==> config.mk <==
export PLATFORM = sky130hd
export DESIGN_NAME = apv_trig_decoder_flat
export DESIGN_NICKNAME = d
export VERILOG_FILES = /design/src/rtl/apv_trig_decoder_if.sv /design/src/rtl/apv_trig_decoder.sv /design/src/flat_wrapper.sv
export SDC_FILE = /design/constraint.sdc
export NUM_CORES = 1
export LEC_CHECK = 0
export CAP_MARGIN = 30
export CELL_PAD_IN_SITES_DETAIL_PLACEMENT = 2
export CELL_PAD_IN_SITES_GLOBAL_PLACEMENT = 2
export CORE_UTILIZATION = 30
export DETAILED_ROUTE_END_ITERATION = 8
export PLACE_DENSITY = 0.74
export SETUP_SLACK_MARGIN = 0.2
export SLEW_MARGIN = 10
export SYNTH_ARGS = -nofsm -noshare
export SYNTH_HDL_FRONTEND = slang
export SYNTH_SLANG_ARGS = --single-unit
export TNS_END_PERCENT = 5
==> constraint.sdc <==
create_clock -name CLK -period 5.3 [get_ports CLK]
set_input_delay 1.59 -clock CLK [delete_from_list [all_inputs] [get_ports CLK]]
set_output_delay 1.59 -clock CLK [all_outputs]
set_load 0.03 [all_outputs]
==> src/rtl/apv_trig_decoder_if.sv <==
// Signal bundle between the APV trigger loopback monitor and its user:
// the serial line and control inputs in, decode strobes and counters out.
interface apv_trig_decoder_if;
   logic        APV_TRG;
   logic [7:0]  MIN_RST_GAP;
   logic        CLR_CNT;
   logic        TRIG_OUT;
   logic        RESET_OUT;
   logic        CALIB_OUT;
   logic        ERR_OUT;
   logic        EARLY_OUT;
   logic        BUSY;
   logic [31:0] TRIG_CNT;
   logic [15:0] RESET_CNT;
   logic [15:0] CALIB_CNT;
   logic [15:0] ERR_CNT;
   logic [15:0] EARLY_CNT;
   logic [7:0]  CAL_LAT;

   modport master (
      output APV_TRG, MIN_RST_GAP, CLR_CNT,
      input  TRIG_OUT, RESET_OUT, CALIB_OUT, ERR_OUT, EARLY_OUT, BUSY,
      input  TRIG_CNT, RESET_CNT, CALIB_CNT, ERR_CNT, EARLY_CNT, CAL_LAT
   );

   modport slave (
      input  APV_TRG, MIN_RST_GAP, CLR_CNT,
      output TRIG_OUT, RESET_OUT, CALIB_OUT, ERR_OUT, EARLY_OUT, BUSY,
      output TRIG_CNT, RESET_CNT, CALIB_CNT, ERR_CNT, EARLY_CNT, CAL_LAT
   );
endinterface

==> src/rtl/apv_trig_decoder.sv <==
// APV25 3-bit trigger line decoder. Collects words that start with a 1,
// decodes 100/101/110/111 into one-cycle strobes, keeps event counters,
// guards triggers that follow a reset101 too closely and measures the
// calibrate-to-trigger latency.
module apv_trig_decoder #(
   parameter bit SYNC_EN = 1'b1
) (
   input  logic              CLK,
   input  logic              RST,
   apv_trig_decoder_if.slave bus
);

   typedef enum logic [1:0] {
      IDLE = 2'd0,
      B1   = 2'd1,
      B2   = 2'd2
   } state_t;

   state_t      state_q, state_d;
   logic        s;
   logic        word_done;
   logic        b1_q;
   logic        word_vld_q;
   logic [1:0]  word_code_q;
   logic        is_trig, is_rst, is_cal, is_err;
   logic        trig_acc, trig_early;
   logic [7:0]  since_q, since_nxt;
   logic [7:0]  cal_run_q, cal_nxt;
   logic        armed_q;
   logic [7:0]  cal_lat_q;
   logic        trig_q, rst_q, cal_q, err_q, early_q;
   logic [31:0] trig_cnt_q;
   logic [15:0] rst_cnt_q, cal_cnt_q, err_cnt_q, early_cnt_q;

   generate
      if (SYNC_EN) begin : g_sync
         logic [1:0] sync_q;
         // Two-flop synchronizer for the asynchronous trigger line.
         // NOTE: clocked state uses non-blocking assignments so every flop samples pre-edge values.
         always_ff @(posedge CLK or posedge RST) begin
            if (RST) sync_q <= 2'b00;
            else     sync_q <= {sync_q[0], bus.APV_TRG};
         end
         assign s = sync_q[1];
      end else begin : g_direct
         assign s = bus.APV_TRG;
      end
   endgenerate

   // FSM state register.
   always_ff @(posedge CLK or posedge RST) begin
      if (RST) state_q <= IDLE;
      else     state_q <= state_d;
   end

   // Word framing: a leading 1 opens a word, two more bits complete it.
   // NOTE: every combinational output gets a default first so no latch is inferred.
   always_comb begin
      state_d   = state_q;
      word_done = 1'b0;
      case (state_q)
         IDLE:    if (s) state_d = B1;
         B1:      state_d = B2;
         B2: begin
            state_d   = IDLE;
            word_done = 1'b1;
         end
         default: state_d = IDLE;
      endcase
   end

   // Capture the two payload bits; the completed word is decoded next cycle.
   always_ff @(posedge CLK or posedge RST) begin
      if (RST) begin
         b1_q        <= 1'b0;
         word_vld_q  <= 1'b0;
         word_code_q <= 2'b00;
      end else begin
         if (state_q == B1) b1_q <= s;
         word_vld_q <= word_done;
         if (word_done) word_code_q <= {b1_q, s};
      end
   end

   // Counter values as they will stand after this edge, so a trigger exactly
   // MIN_RST_GAP cycles after RESET_OUT passes the guard and CAL_LAT reads the
   // full strobe-to-strobe distance.
   assign since_nxt  = (since_q == 8'hFF)   ? 8'hFF : since_q + 8'd1;
   assign cal_nxt    = (cal_run_q == 8'hFF) ? 8'hFF : cal_run_q + 8'd1;

   assign is_trig    = word_vld_q && (word_code_q == 2'b00);
   assign is_rst     = word_vld_q && (word_code_q == 2'b01);
   assign is_cal     = word_vld_q && (word_code_q == 2'b10);
   assign is_err     = word_vld_q && (word_code_q == 2'b11);
   assign trig_acc   = is_trig && (since_nxt >= bus.MIN_RST_GAP);
   assign trig_early = is_trig && !(since_nxt >= bus.MIN_RST_GAP);

   // One-cycle decode strobes; at most one word completes per cycle.
   always_ff @(posedge CLK or posedge RST) begin
      if (RST) begin
         trig_q  <= 1'b0;
         rst_q   <= 1'b0;
         cal_q   <= 1'b0;
         err_q   <= 1'b0;
         early_q <= 1'b0;
      end else begin
         trig_q  <= trig_acc;
         rst_q   <= is_rst;
         cal_q   <= is_cal;
         err_q   <= is_err;
         early_q <= trig_early;
      end
   end

   // Event counters; a clear request wins over any increment.
   always_ff @(posedge CLK or posedge RST) begin
      if (RST) begin
         trig_cnt_q  <= 32'd0;
         rst_cnt_q   <= 16'd0;
         cal_cnt_q   <= 16'd0;
         err_cnt_q   <= 16'd0;
         early_cnt_q <= 16'd0;
      end else if (bus.CLR_CNT) begin
         trig_cnt_q  <= 32'd0;
         rst_cnt_q   <= 16'd0;
         cal_cnt_q   <= 16'd0;
         err_cnt_q   <= 16'd0;
         early_cnt_q <= 16'd0;
      end else begin
         if (is_rst)        trig_cnt_q  <= 32'd0;
         else if (trig_acc) trig_cnt_q  <= trig_cnt_q + 32'd1;
         if (is_rst)        rst_cnt_q   <= rst_cnt_q + 16'd1;
         if (is_cal)        cal_cnt_q   <= cal_cnt_q + 16'd1;
         if (is_err)        err_cnt_q   <= err_cnt_q + 16'd1;
         if (trig_early)    early_cnt_q <= early_cnt_q + 16'd1;
      end
   end

   // Cycles since the last reset101; deliberately untouched by CLR_CNT.
   always_ff @(posedge CLK or posedge RST) begin
      if (RST)         since_q <= 8'd0;
      else if (is_rst) since_q <= 8'd0;
      else             since_q <= since_nxt;
   end

   // Calibrate-to-trigger latency: armed by calibrate, latched by an accepted trigger.
   always_ff @(posedge CLK or posedge RST) begin
      if (RST) begin
         cal_run_q <= 8'd0;
         armed_q   <= 1'b0;
         cal_lat_q <= 8'd0;
      end else begin
         if (is_cal)       cal_run_q <= 8'd0;
         else if (armed_q) cal_run_q <= cal_nxt;
         if (bus.CLR_CNT) begin
            armed_q   <= 1'b0;
            cal_lat_q <= 8'd0;
         end else if (is_cal) begin
            armed_q   <= 1'b1;
         end else if (trig_acc && armed_q) begin
            cal_lat_q <= cal_nxt;
            armed_q   <= 1'b0;
         end
      end
   end

   assign bus.TRIG_OUT  = trig_q;
   assign bus.RESET_OUT = rst_q;
   assign bus.CALIB_OUT = cal_q;
   assign bus.ERR_OUT   = err_q;
   assign bus.EARLY_OUT = early_q;
   assign bus.BUSY      = (state_q != IDLE);
   assign bus.TRIG_CNT  = trig_cnt_q;
   assign bus.RESET_CNT = rst_cnt_q;
   assign bus.CALIB_CNT = cal_cnt_q;
   assign bus.ERR_CNT   = err_cnt_q;
   assign bus.EARLY_CNT = early_cnt_q;
   assign bus.CAL_LAT   = cal_lat_q;

endmodule

==> src/flat_wrapper.sv <==
// flat-port wrapper written by rule: the top's interface ports become plain ports
module apv_trig_decoder_flat 
#(
   parameter bit SYNC_EN = 1'b1
)
  (CLK, RST, bus_APV_TRG, bus_MIN_RST_GAP, bus_CLR_CNT, bus_TRIG_OUT, bus_RESET_OUT, bus_CALIB_OUT, bus_ERR_OUT, bus_EARLY_OUT, bus_BUSY, bus_TRIG_CNT, bus_RESET_CNT, bus_CALIB_CNT, bus_ERR_CNT, bus_EARLY_CNT, bus_CAL_LAT);
  apv_trig_decoder_if bus_i ();
  input  logic CLK;
  input  logic RST;
  input wire logic [$bits(bus_i.APV_TRG)-1:0] bus_APV_TRG;
  input wire logic [$bits(bus_i.MIN_RST_GAP)-1:0] bus_MIN_RST_GAP;
  input wire logic [$bits(bus_i.CLR_CNT)-1:0] bus_CLR_CNT;
  output wire logic [$bits(bus_i.TRIG_OUT)-1:0] bus_TRIG_OUT;
  output wire logic [$bits(bus_i.RESET_OUT)-1:0] bus_RESET_OUT;
  output wire logic [$bits(bus_i.CALIB_OUT)-1:0] bus_CALIB_OUT;
  output wire logic [$bits(bus_i.ERR_OUT)-1:0] bus_ERR_OUT;
  output wire logic [$bits(bus_i.EARLY_OUT)-1:0] bus_EARLY_OUT;
  output wire logic [$bits(bus_i.BUSY)-1:0] bus_BUSY;
  output wire logic [$bits(bus_i.TRIG_CNT)-1:0] bus_TRIG_CNT;
  output wire logic [$bits(bus_i.RESET_CNT)-1:0] bus_RESET_CNT;
  output wire logic [$bits(bus_i.CALIB_CNT)-1:0] bus_CALIB_CNT;
  output wire logic [$bits(bus_i.ERR_CNT)-1:0] bus_ERR_CNT;
  output wire logic [$bits(bus_i.EARLY_CNT)-1:0] bus_EARLY_CNT;
  output wire logic [$bits(bus_i.CAL_LAT)-1:0] bus_CAL_LAT;
  assign bus_i.APV_TRG = bus_APV_TRG;
  assign bus_i.MIN_RST_GAP = bus_MIN_RST_GAP;
  assign bus_i.CLR_CNT = bus_CLR_CNT;
  assign bus_TRIG_OUT = bus_i.TRIG_OUT;
  assign bus_RESET_OUT = bus_i.RESET_OUT;
  assign bus_CALIB_OUT = bus_i.CALIB_OUT;
  assign bus_ERR_OUT = bus_i.ERR_OUT;
  assign bus_EARLY_OUT = bus_i.EARLY_OUT;
  assign bus_BUSY = bus_i.BUSY;
  assign bus_TRIG_CNT = bus_i.TRIG_CNT;
  assign bus_RESET_CNT = bus_i.RESET_CNT;
  assign bus_CALIB_CNT = bus_i.CALIB_CNT;
  assign bus_ERR_CNT = bus_i.ERR_CNT;
  assign bus_EARLY_CNT = bus_i.EARLY_CNT;
  assign bus_CAL_LAT = bus_i.CAL_LAT;
  apv_trig_decoder #(.SYNC_EN(SYNC_EN)) u_core (.CLK(CLK), .RST(RST), .bus(bus_i));
endmodule
==> results.yml, run 1 <==
status:
  status: "finished clean"
detailed_routing:
  wirelength_um: 22700
  drt_iter0_markers: 163
  firstDrtPassIters: 4
  drc: 0
  via_per_inst: 5.26
  ant_nets: 0
  dr_total_vias: 6173
  wire_per_inst_um: 19.3
clock_network:
  insertion_delay_ns: 0.43
  post_cts_resized: 0
  cts_tree: "built"
  clock_path_buffers: 2
  ctsHtreeMaxLevel: 4
  cts_hold_buf: 0
  clock-root-buffer: "clkbuf_16"
  numCtsBuffers: 17
  clkTransAtPathRegs_ns: 0.07
  clock-sinks: 134
  cts_setup_buffers: 0
die:
  core_mm2: 0.0228
  die_h_um: 155
  die_area_mm2: 0.0241
  rows: 55
  initial_utilization: 0.309
  boundaryPins: 122
  die_w_um: 155
timing:
  fin_setup_tns_ns: 0
  rsz0062_at_grt: "no"
  clock_skew_ns: 0.00986
  final_hold_viol_count: 0
  worst_pin_slew_ns: 0.956
  fmax_mhz: 267
  period_minus_slack_ns: 3.74
  maxSlewHeadroom: 0.360
  setup_violations: 0
  final-max-slew-violation-count: 0
  post-route-period-util: 0.706
synth:
  avgSynthCellArea_um2: 9.56
  synth_cells: 738
  synth-compound-area-share: 0.115
  synthMuxAreaShare: 0.0323
  syn_nets: 765
  synth_xor_area_frac: 0.0646
  yosysSeqAreaShare: 0.476
  async_flop_share: 1.00
  ys_types: 52
  synth_fa_ha_area_frac: 0.0266
  yosys_most_used_dff: "dfrtp_1"
  yosys.area_share.simple: 0.253
  synth-edff-count: 0
  synth_top_family_by_area: "simple AND/OR/NAND/NOR gates"
  ys_seq_elements: 134
  synth_warnings: 0
  synthesis.area_mm2: 0.00705
setup_path:
  cp-endpoint: "u_core.bus.TRIG_CNT[9]"
  r2r_slack_ns: 1.99
  critical_path_class: "primary input to flop"
  rr_worst_depth: 12
  required_ns: 5.63
  r2r-start: "u_core.since_q[2]"
  end_kind: "flop"
  critPathMaxFanout: 58
  critPathLaunch: "bus_MIN_RST_GAP[6]"
  startpoint_type: "primary input"
  r2r-end: "u_core.bus.TRIG_CNT[9]"
  arrival_ns: 4.07
layout:
  final_cell_mix: "134 x dfrtp_1, 120 x clkdlybuf4s50_1, 77 x nor2_1"
  syn2layout_area_growth_pct: 30.9
  drive_gt1_frac: 0.0708
  mostFrequentLayoutCell: "dfrtp_1"
  fin_nets: 875
  num_antenna_cells: 0
  stdcell_count: 1174
power_and_ir_drop:
  ir_worst_vdd_mv: 0.207
  clockPowerShare: 0.445
  p_sw_frac: 0.307
  switchingPower_uw: 906
  comb_power_share: 0.164
  power_leakage_uw: 0.00371
  seqPwrFrac: 0.391
  internal_power_uw: 2050
  power.density_mw_per_mm2: 320
place:
  hpwlAfterDp_um: 15500
  dp.cells: 1142
  gp_congestion: 0.787
  port_buffers: 121
global_routing:
  grt_overflow: 0
  grt_use_total: 0.198
  grt_max_degree: 59
  grt_pass1_vias: 6808
  antenna_found_initial: 0
  grt_pass1_wl_um: 37500
run:
  drv_cap: 0
min_path:
  hold_path.class: "flop to flop"
cells in the mapped netlist (2+ instances only):
cell       number  share of area
and3b_1         2         0.0025
mux2_2          3         0.0048
a41oi_1         2         0.0025
nand3_1        41          0.029
o21a_1          6         0.0064
o21ai_0        15          0.011
nand2_1        56          0.030
a211oi_1        8         0.0085
a311oi_1        3         0.0037
or2_2           3         0.0027
inv_1          22          0.012
nor2_1         77          0.041
nand2b_1        2         0.0018
mux2_1          3         0.0048
o31ai_1        19          0.020
or4_1          19          0.020
a21o_1          3         0.0032
nand4_1        38          0.034
a31oi_1         2         0.0018
and3_1         20          0.018
or3_1          14          0.012
nor4_1         10         0.0089
xor2_1         31          0.039
ha_1           15          0.027
nor3_1         19          0.013
o31a_1          2         0.0025
xnor2_1        21          0.026
nand4_2         2         0.0035
clkbuf_1       30          0.016
a21oi_1        51          0.036
and2_1          6         0.0053
o2111ai_1       2         0.0025
nor2b_1        12          0.011
buf_2           7         0.0050
dfrtp_1       134           0.48
and4_1          7         0.0087
mux2i_1        16          0.023
power by group through the flow:
| stage | Sequential (µW) | Clock [µW] | Combinational, µW |
|---|---|---|---|
| detailed placement | 1170 | 0 | 491 |
| global placement | 1170 | 0 | 459 |
| finish | 1150 | 1310 | 484 |
| global route | 1170 | 1390 | 541 |
| CTS | 1150 | 1350 | 493 |
| floorplan | 1160 | 0 | 332 |
how the worst min path moves through the flow:
stage	start	to	slack, ns	cells past startpoint
6_report	u_core.g_sync.sync_q[0]	u_core.g_sync.sync_q[1]	0.39	0
4_1_cts	u_core.g_sync.sync_q[0]	u_core.g_sync.sync_q[1]	0.40	0
3_3_place_gp	u_core.g_sync.sync_q[0]	u_core.g_sync.sync_q[1]	0.34	0
5_1_grt	u_core.g_sync.sync_q[0]	u_core.g_sync.sync_q[1]	0.40	0
3_5_place_dp	u_core.g_sync.sync_q[0]	u_core.g_sync.sync_q[1]	0.37	0
2_1_floorplan	u_core.g_sync.sync_q[0]	u_core.g_sync.sync_q[1]	0.33	0
final cells by class:
cell class / count / area, µm²
Tap cell: 313 / 392
Timing Repair Buffer: 129 / 1280
Inverter: 22 / 86.3
Clock inverter: 15 / 218
Multi-Input combinational cell: 544 / 3480
Sequential cell: 134 / 3350
Clock buffer: 17 / 425
Fill cell: 2471 / 13600
flip-flops by register name (all words and copies together), names as in the netlist, 8 cells and up:
| signal | count |
|---|---|
| u_core.bus.TRIG_CNT | 32 |
| u_core.bus.CALIB_CNT | 16 |
| u_core.bus.EARLY_CNT | 16 |
| u_core.bus.ERR_CNT | 16 |
| u_core.bus.RESET_CNT | 16 |
| u_core.bus.CAL_LAT | 8 |
| u_core.cal_run_q | 8 |
| u_core.since_q | 8 |
logic make-up (layout without fill, tap and decap cells):
group / count (synthesis) / after routing
AO/OA/AOI/OAI: 122 / 122
XOR/XNOR: 52 / 52
adder cells (fa/ha/maj): 15 / 15
buffers and inverters: 60 / 183
flip-flops: 134 / 134
multiplexers: 22 / 22
AND/OR/NAND/NOR: 333 / 333
worst max-delay path, cell delays in order:
cell and delay (ns):
clkdlybuf4s50_1 0.47, inv_1 0.05, ha_1 0.29, and4_1 0.23, o21a_2 0.30, a21boi_4 0.08
buf_4 0.31, or4_1 0.54, a21oi_1 0.19
stage by stage:
stage / setup slack (ns) / utilization / area, µm² / hold slack, ns / total power, µW
2_1_floorplan: 2.00 / - / 7060 / 0.331 / 1490
3_3_place_gp: 1.30 / 0.376 / 8590 / 0.337 / 1620
3_5_place_dp: 1.11 / 0.376 / 8590 / 0.373 / 1660
4_1_cts: 1.56 / 0.404 / 9230 / 0.400 / 3000
5_1_grt: 1.42 / 0.404 / 9230 / 0.400 / 3090
6_report: 1.56 / 0.404 / 9230 / 0.389 / 2950
per-layer routing:
metal | wire [µm] | GRT usage | vias to the layer above | share of wire
li1 | - | - | 2882 | -
met3 | 823 | 0.0460 | 13 | 0.036
met2 | 11600 | 0.349 | 88 | 0.51
met4 | 162 | 0.0453 | 0 | 0.0072
met5 | 0 | 0 | - | 0
met1 | 10000 | 0.244 | 3190 | 0.44
(Power assumes the default switching activity.)
==> run 2, diff against run 1 <==
==> constraint.sdc (replaced) <==
create_clock -name CLK -period 3.1 [get_ports CLK]
set_input_delay 0.93 -clock CLK [delete_from_list [all_inputs] [get_ports CLK]]
set_output_delay 0.93 -clock CLK [all_outputs]
set_load 0.03 [all_outputs]
==> results.yml, run 2 (synthesis gave the netlist of run 1 again) <==
timing:
  post-route-period-util: 0.943
  rsz0062_at_grt: "yes"
  setup_violations: 0
  maxSlewHeadroom: 0.525
  clock_skew_ns: 0.0111
  worst_pin_slew_ns: 0.711
  fmax_mhz: 342
  final_hold_viol_count: 0
  period_minus_slack_ns: 2.92
  final-max-slew-violation-count: 0
clock_network:
  ctsHtreeMaxLevel: 4
  insertion_delay_ns: 0.43
  cts_tree: "built"
  clock_path_buffers: 2
  clock-sinks: 134
  clock-root-buffer: "clkbuf_16"
  clkTransAtPathRegs_ns: 0.07
  numCtsBuffers: 17
run:
  drv_cap: 0
min_path:
  hold_path_startpoint: "u_core.g_sync.sync_q[0]"
  hold_path.class: "flop to flop"
  holdPathStages: 0
global_routing:
  antenna_found_initial: 0
  grt_overflow: 0
  grt_use_total: 0.215
  grt_pass1_vias: 7433
  grt_pass1_wl_um: 40500
  grt_max_degree: 58
layout:
  syn2layout_area_growth_pct: 39.9
  mostFrequentLayoutCell: "dfrtp_1"
  drive_gt1_frac: 0.151
  ff_latch_area_mm2: 0.00336
  fillers: 2457
  fin_nets: 915
  finalInstanceArea_mm2: 0.00986
  stdcell_count: 1214
  final_cell_mix: "132 x dfrtp_1, 120 x clkdlybuf4s50_1, 77 x nor2_1"
  num_antenna_cells: 0
  multi_input_area_mm2: 0.00368
  largest_reg_flops: 32
die:
  die_h_um: 155
  die_w_um: 155
  die_area_mm2: 0.0241
  boundaryPins: 122
  initial_utilization: 0.309
  core_mm2: 0.0228
  rows: 55
setup_path:
  rr_worst_depth: 10
  r2r-start: "u_core.since_q[6]"
  critPathLaunch: "u_core.since_q[6]"
  startpoint_type: "flop"
  required_ns: 3.42
  critical_path_class: "flop to flop"
  critPathMaxFanout: 12
  end_kind: "flop"
  arrival_ns: 3.25
detailed_routing:
  ant_nets: 0
  wirelength_um: 25000
  wire_per_inst_um: 20.6
  via_per_inst: 5.30
  firstDrtPassIters: 4
  drc: 0
  dr_total_vias: 6440
  drt_iter0_markers: 277
place:
  dp.cells: 1167
  gp_congestion: 0.779
  hpwlAfterDp_um: 16500
  placed_cell_area_mm2: 0.00884
  port_buffers: 121
power_and_ir_drop:
  ir_worst_vdd_mv: 0.353
  power_leakage_uw: 0.00398
  power.density_mw_per_mm2: 547
status:
  status: "finished clean"
[run 2: changes by cell type in the layout (fill, tap and decap cells not counted), sizes merged]
cell and delta:
buf +39, clkinvlp +2, bufinv -1, clkbuf +1, clkinv -1
[run 2: final cells by class]
| type | instances | area share |
|---|---|---|
| Tap cell | 313 | 0.0397 |
| Sequential cell | 134 | 0.340 |
| Inverter | 22 | 0.00875 |
| Clock buffer | 17 | 0.0431 |
| Multi-Input combinational cell | 544 | 0.374 |
| Timing Repair Buffer | 169 | 0.175 |
| Clock inverter | 15 | 0.0194 |
[run 2: worst max-delay path: stages, from the launching register on]
cell	delay (ns)
dfrtp_1	0.51
nand4_1	0.27
nand3_1	0.16
o21a_1	0.19
ha_1	0.24
o21a_1	0.21
o21a_4	0.23
a21boi_4	0.41
buf_16	0.21
nor2_1	0.08
a311oi_1	0.31
[run 2: path summary, 6_finish.rpt]
kind                                      endpoint  slack, ns
min in group asynchronous     u_core.bus.CALIB_OUT       0.96
min                        u_core.g_sync.sync_q[1]       0.35
max in group asynchronous        u_core.state_q[0]       1.53
max reg2reg                  u_core.bus.CAL_LAT[1]       0.18
max                          u_core.bus.CAL_LAT[1]       0.18
min reg2reg                u_core.g_sync.sync_q[1]       0.35
[run 2: layer usage]
| metal | share of wire | wire length, µm | vias up | track usage |
|---|---|---|---|---|
| met3 | 0.038 | 943 | 27 | 0.0493 |
| li1 | - | - | 2963 | - |
| met2 | 0.51 | 12700 | 135 | 0.380 |
| met1 | 0.44 | 11000 | 3315 | 0.259 |
| met4 | 0.013 | 326 | 0 | 0.0654 |
| met5 | 0 | 0 | - | 0 |
[run 2: timing repair]
action | 4_1_cts | 5_1_grt
gates cloned | 3 | 1
hold buffers | 0 | 0
pin swaps | 5 | 24
buffers inserted | 5 | 6
gates resized for setup | 17 | 33
endpoints found under the setup margin | 49 | 52
[run 2: through the flow]
stage          hold slack [ns]  utilization  setup WS (ns)  total power (µW)  TNS [ns]
2_1_floorplan            0.331            -          0.378              2550         0
5_1_grt                  0.361        0.432         0.0988              5630         0
4_1_cts                  0.361        0.423          0.202              5320         0
6_report                 0.355        0.432          0.178              5400         0
3_3_place_gp             0.335        0.387        -0.0177              2880    -0.267
3_5_place_dp             0.348        0.387         -0.146              2950     -3.47
[run 2: report_power, final]
group	leakage [µW]	switching, µW	total, µW	internal [µW]
Clock	0.000297	894	2180	1290
Combinational	0.00185	697	1240	544
Sequential	0.00184	135	1980	1840
Total	0.00398	1730	5400	3670
